--- src/rtl/hazard_ctrl.sv ---
`default_nettype none
// ============================================================================
//  Module      : hazard_ctrl
//  Description : Central hazard controller for the 5-stage MIPS pipeline.
//                Generates the F/D+PC stall and the D/E bubble, the
//                forwarding-mux selects for the D, E and M stages, and tracks
//                the multi-cycle mult/div unit (XALU) with a busy counter so
//                HI/LO consumers wait for the result.
//                Optional macro HAZARD_PERF_EN adds the stall_cycles and
//                md_stall_cycles performance counters.
//  Revision    : 1.0 - initial release
// ============================================================================
module hazard_ctrl #(
    parameter int MULT_LAT = 5,
    parameter int DIV_LAT  = 10
) (
    input  logic        clk,
    input  logic        reset,
    input  logic [4:0]  rs_D,
    input  logic [4:0]  rt_D,
    input  logic [1:0]  tuse_rs_D,
    input  logic [1:0]  tuse_rt_D,
    input  logic [4:0]  rs_E,
    input  logic [4:0]  rt_E,
    input  logic [4:0]  dst_E,
    input  logic [1:0]  tnew_E,
    input  logic [4:0]  dst_M,
    input  logic [1:0]  tnew_M,
    input  logic [4:0]  rt_M,
    input  logic [4:0]  dst_W,
    input  logic        md_start_E,
    input  logic        md_is_div_E,
    input  logic        md_use_D,
    output logic        stall,
    output logic        clr_DE,
    output logic [1:0]  fwd_rs_D,
    output logic [1:0]  fwd_rt_D,
    output logic [1:0]  fwd_rs_E,
    output logic [1:0]  fwd_rt_E,
    output logic        fwd_rt_M,
    output logic        md_busy
`ifdef HAZARD_PERF_EN
    ,
    output logic [31:0] stall_cycles,
    output logic [31:0] md_stall_cycles
`endif
);

    localparam logic [3:0] c_MULT_LAT = 4'(MULT_LAT);
    localparam logic [3:0] c_DIV_LAT  = 4'(DIV_LAT);
    localparam logic [1:0] c_TUSE_NONE = 2'd3;

    // Forwarding select codes
    localparam logic [1:0] c_SEL_NONE = 2'd0;
    localparam logic [1:0] c_SEL_E    = 2'd1;
    localparam logic [1:0] c_SEL_M    = 2'd2;
    localparam logic [1:0] c_SEL_W    = 2'd3;

    logic [3:0] r_md_cnt;
    logic       w_stall_rs;
    logic       w_stall_rt;
    logic       w_md_stall;
    logic       w_stall;
    logic       w_md_busy;

    // A register operand stalls when a producer in E or M writes it but will
    // not have the value ready by the time D's instruction consumes it.
    function automatic logic f_reg_stall(input logic [4:0] src, input logic [1:0] tuse);
        logic hit_e;
        logic hit_m;
        hit_e = (src == dst_E) && (tnew_E > tuse);
        hit_m = (src == dst_M) && (tnew_M > tuse);
        return (src != 5'd0) && (tuse != c_TUSE_NONE) && (hit_e || hit_m);
    endfunction

    // Nearest ready producer wins; $0 is hard-wired and never forwarded.
    function automatic logic [1:0] f_fwd_d(input logic [4:0] src);
        logic [1:0] sel;
        sel = c_SEL_NONE;
        if (src != 5'd0) begin
            if ((src == dst_E) && (tnew_E == 2'd0)) begin
                sel = c_SEL_E;
            end else if ((src == dst_M) && (tnew_M == 2'd0)) begin
                sel = c_SEL_M;
            end else if (src == dst_W) begin
                sel = c_SEL_W;
            end
        end
        return sel;
    endfunction

    function automatic logic [1:0] f_fwd_e(input logic [4:0] src);
        logic [1:0] sel;
        sel = c_SEL_NONE;
        if (src != 5'd0) begin
            if ((src == dst_M) && (tnew_M == 2'd0)) begin
                sel = c_SEL_M;
            end else if (src == dst_W) begin
                sel = c_SEL_W;
            end
        end
        return sel;
    endfunction

    // XALU busy counter: a start (re)loads the latency, otherwise count down.
    always_ff @(posedge clk) begin
        if (reset) begin
            r_md_cnt <= 4'd0;
        end else if (md_start_E) begin
            r_md_cnt <= md_is_div_E ? c_DIV_LAT : c_MULT_LAT;
        end else if (r_md_cnt != 4'd0) begin
            r_md_cnt <= r_md_cnt - 4'd1;
        end
    end

    // Stall / bubble generation; everything is forced quiet during reset.
    always_comb begin
        w_stall_rs = f_reg_stall(rs_D, tuse_rs_D);
        w_stall_rt = f_reg_stall(rt_D, tuse_rt_D);
        w_md_busy  = !reset && (md_start_E || (r_md_cnt != 4'd0));
        w_md_stall = md_use_D && w_md_busy;
        w_stall    = !reset && (w_stall_rs || w_stall_rt || w_md_stall);
        stall      = w_stall;
        clr_DE     = w_stall;
        md_busy    = w_md_busy;
    end

    // Forwarding selects for the D, E and M stage operand muxes.
    always_comb begin
        fwd_rs_D = f_fwd_d(rs_D);
        fwd_rt_D = f_fwd_d(rt_D);
        fwd_rs_E = f_fwd_e(rs_E);
        fwd_rt_E = f_fwd_e(rt_E);
        fwd_rt_M = (rt_M != 5'd0) && (rt_M == dst_W);
    end

`ifdef HAZARD_PERF_EN
    logic [31:0] r_stall_cycles;
    logic [31:0] r_md_stall_cycles;
    logic        w_md_only;

    // A stall counts as XALU-induced only when no register hazard is present.
    always_comb begin
        w_md_only = w_stall && w_md_stall && !w_stall_rs && !w_stall_rt;
    end

    // Free-running stall counters, wrapping naturally at 2^32.
    always_ff @(posedge clk) begin
        if (reset) begin
            r_stall_cycles    <= 32'd0;
            r_md_stall_cycles <= 32'd0;
        end else begin
            if (w_stall) begin
                r_stall_cycles <= r_stall_cycles + 32'd1;
            end
            if (w_md_only) begin
                r_md_stall_cycles <= r_md_stall_cycles + 32'd1;
            end
        end
    end

    assign stall_cycles    = r_stall_cycles;
    assign md_stall_cycles = r_md_stall_cycles;
`endif

endmodule
`default_nettype wire
--- config.mk ---
export PLATFORM = sky130hd
export DESIGN_NAME = hazard_ctrl
export DESIGN_NICKNAME = d
export VERILOG_FILES = /design/src/rtl/hazard_ctrl.sv
export SDC_FILE = /design/constraint.sdc
export NUM_CORES = 1
export LEC_CHECK = 0
export ABC_AREA = 1
export BUFFER_PORTS_ARGS = -buffer_cell sky130_fd_sc_hd__buf_2
export CORE_ASPECT_RATIO = 0.75
export CORE_MARGIN = 5
export CORE_UTILIZATION = 45
export CTS_BUF_LIST = sky130_fd_sc_hd__clkbuf_16
export CTS_CLUSTER_SIZE = 16
export DETAILED_ROUTE_END_ITERATION = 16
export PLACE_DENSITY = 0.82
export SLEW_MARGIN = 20
export SYNTH_ARGS = -nofsm -noshare
export SYNTH_HDL_FRONTEND = slang
export SYNTH_SLANG_ARGS = --single-unit
--- constraint.sdc ---
create_clock -name clk -period 2 [get_ports clk]
set_clock_uncertainty 0.05 [all_clocks]
set_input_delay 0.4 -clock clk [delete_from_list [all_inputs] [get_ports clk]]
set_output_delay 0.4 -clock clk [all_outputs]
set_load 0.005 [all_outputs]
==> out/results.ini <==
[critical_path]
worstPathCellList=buf_2 > ha_4 > nand2_1 > inv_1 > nor2_1 > nand4_1 > nand2_1 > nand2_2 > nand3_2 > nand2_2 > inv_2 > buf_6
crit_type=in -> out
start_kind=input port
rr_worst_depth=8
slowest_stage=ha_4
r2r_end=r_md_cnt[3]
slowest_delay_ps=230
reg2reg_slack_ps=600
cp-end-kind=primary output
worstPathRequired_ps=1550
rr_startpoint=r_md_cnt[0]
cp_max_fo=3
arrival_ps=1630

[clock_network]
cts-root-buf=clkbuf_16
clkSinkCount=4
cts_tree=built
cts.clk_slew.worst_paths_ps=30
cts_htree_levels=1
clk_path_buf_depth=2
clock_latency_ps=220
cts_buffers=3
cts_hold_buf=0

[synthesis]
syn_avg_cell_area_um2=5.57
ys_ff_latch=4
synth-compound-area-share_pct=16.4
synth-simple-area-share_pct=38.8
synth.yosys.seq_area_share_pct=5.57
ys_types=29
ys.warnings.count=0
synth_cells=258
synthesis.area_um2=1440
syn-num-nets=321
synth_top_family_by_area=simple AND/OR/NAND/NOR gates
synth-xor-area-share_pct=14.0
synthMuxAreaShare_pct=0
synth-adder-area-share_pct=8.71

[min_path]
hp-start=md_start_E
hold_end=r_md_cnt[2]
whs_path_depth=4
hp-class=in -> reg

[detailed_routing]
m1WireLength_um=2260
drc=0
firstDrtPassIters=5
met3WireLength_um=400
num_vias=1971
met2_length_um=2510
routed_wl_um=5210
postRouteAntennaNets=0
routed.top_layer=met4
wl_per_cell_um=14.2
drt_iter0_markers=199
viasPerCell=5.39

[global_route]
grt_usage_pct=19.3
grt_max_degree=9
antenna_found_initial=0
grt-ovfl-total=0
grt_first_pass_wirelength_um=6850
first_global_vias=1562

[cells_and_area]
diodes=0
drive_above_1_share_pct=36.3
fin_nets=393
instances_no_fill=366
largest_reg_flops=4
top_regs=r_md_cnt (4)
largest_register=r_md_cnt
area_growth_pct=49.9

[floorplanning]
die-area_um2=4430
rows=17
start_util_pct=47.9
die_w_um=75.2
io_pins=65
core_area_um2=3000
fp.dieH_um=58.9

[timing]
worst_slew_pin_slew_ps=258
fmax_mhz=481
fin_crit_ps=2080
fin_crit_sh_pct=104
grt_setup_unrepaired=yes
hold_viol_final=0
setup_viol=2
drv_slew=0
setup_ws_ps=-77.2
relSlewSlack_pct=82.8

[place]
gp_congestion=0.965
dpl.hpwl_um=3620
io_buffers=64
placedCellCount=360

[run_status]
violations=setup timing
status=complete, but fails checks

[pwr]
powerDensity_nw_per_um2=408
switching_share_pct=36.7
internal_power_w=0.000556
p_sw_w=0.000323
fin_total_pwr_w=0.000879
pwr-share-seq_pct=11.4
power_leakage_nw=1.18
pwr-share-comb_pct=53.4
ir_drop_uv=302
power_frac_clock_pct=35.3

[job]
max_cap_viol_count=0

layout make-up:
| cell class | count | area, um^2 |
|---|---|---|
| Clock buffer | 3 | 75.1 |
| Fill cell | 243 | 846 |
| Inverter | 55 | 224 |
| Multi-Input combinational cell | 195 | 1270 |
| Sequential cell | 4 | 80.1 |
| Tap cell | 38 | 47.5 |
| Timing Repair Buffer | 71 | 457 |
critical path, delay by kind of cell:
| kind | cells | cell delay, ps |
|---|---|---|
| simple gates | 7 | 650 |
| fa+ha+maj | 1 | 230 |
| buf+inv | 4 | 340 |
power groups by stage:
stage / Combinational, W / Clock, W / Sequential [W]
finish: 0.000469 / 0.000310 / 0.0000998
global route: 0.000512 / 0.000323 / 0.000101
CTS: 0.000386 / 0.000312 / 0.0000994
detailed placement: 0.000375 / 0 / 0.0000999
global placement: 0.000369 / 0 / 0.0000996
floorplan: 0.000236 / 0 / 0.0000984
Yosys cell counts (all sizes together):
library cell,instances,area [um^2]
buf,4,31.3
xor2,11,96.3
o22ai,10,62.6
nand2,68,255
nor3,7,50.1
nor3b,1,7.51
o221ai,1,8.76
inv,55,206
o211ai,2,15.0
or2,1,6.26
a221oi,2,17.5
xnor2,12,105
ha,10,125
o21ai,6,30.0
nor2,26,105
a21boi,3,22.5
a21oi,13,65.1
nand4,13,81.3
dfxtp,4,80.1
a31oi,1,6.26
o21a,1,7.51
nor4,1,21.3
nand3,6,30.0
stage by stage:
step | setup TNS (ps) | utilization [%] | instance area, um^2 | hold slack (ps) | setup slack (ps)
after global placement | -40.3 | 60.1 | 1800 | 458 | -20.3
after CTS | 0 | 63.3 | 1900 | 430 | 0.959
after floorplan | 0 | - | 1440 | 425 | 131
after detailed placement | -85.0 | 60.1 | 1800 | 462 | -42.7
final | -153 | 71.8 | 2150 | 457 | -77.2
after global routing | -395 | 71.8 | 2150 | 474 | -131
routing by layer:
metal	vias up	track usage (%)
met5	-	0
met4	0	3.99
met3	14	2.05
met2	109	27.7
met1	871	30.5
li1	977	-
how the worst max path moves through the flow:
stage / from / to / slack (ps) / cells past startpoint
global route: tnew_M[0] / clr_DE / -130 / 12
detailed placement: tuse_rt_D[1] / clr_DE / -40 / 12
global placement: tuse_rt_D[1] / clr_DE / -20 / 12
finish: tuse_rs_D[0] / clr_DE / -80 / 12
floorplan: tuse_rt_D[1] / stall / 130 / 11
CTS: tnew_E[1] / clr_DE / 1 / 11
cell usage in the layout (no fill, tap or decap), types with 3 or more instances in the layout:
cell / Yosys / layout
nor3_1: 4 / 4
inv_2: 7 / 11
buf_6: 1 / 9
nor2_1: 23 / 20
nand4_1: 13 / 13
nor3_2: 3 / 3
nor2_2: 3 / 6
nand3_1: 6 / 4
xor2_1: 11 / 10
buf_2: 1 / 50
xnor2_1: 12 / 12
clkbuf_16: 0 / 3
o22ai_1: 10 / 10
ha_4: 0 / 8
buf_4: 2 / 8
nand2_2: 0 / 6
o21ai_0: 5 / 5
dfxtp_1: 4 / 4
a21oi_1: 13 / 12
nand2_1: 68 / 62
inv_1: 48 / 41
what timing repair did:
item                                   4_1_cts  5_1_grt
endpoints found under the hold margin        0        0
pin swaps                                    3       24
resized for setup                            4       64
setup endpoints to repair                    2        4
setup buffers                                1        2
logic make-up after synthesis:
kind of cell,count (synthesis)
buffers and inverters,59
and+or+nand+nor,123
xor gates and xnor gates,23
DFF,4
adders and majority gates,10
AOI/OAI and AO/OA,39
Power figures use the tool's default switching activity.
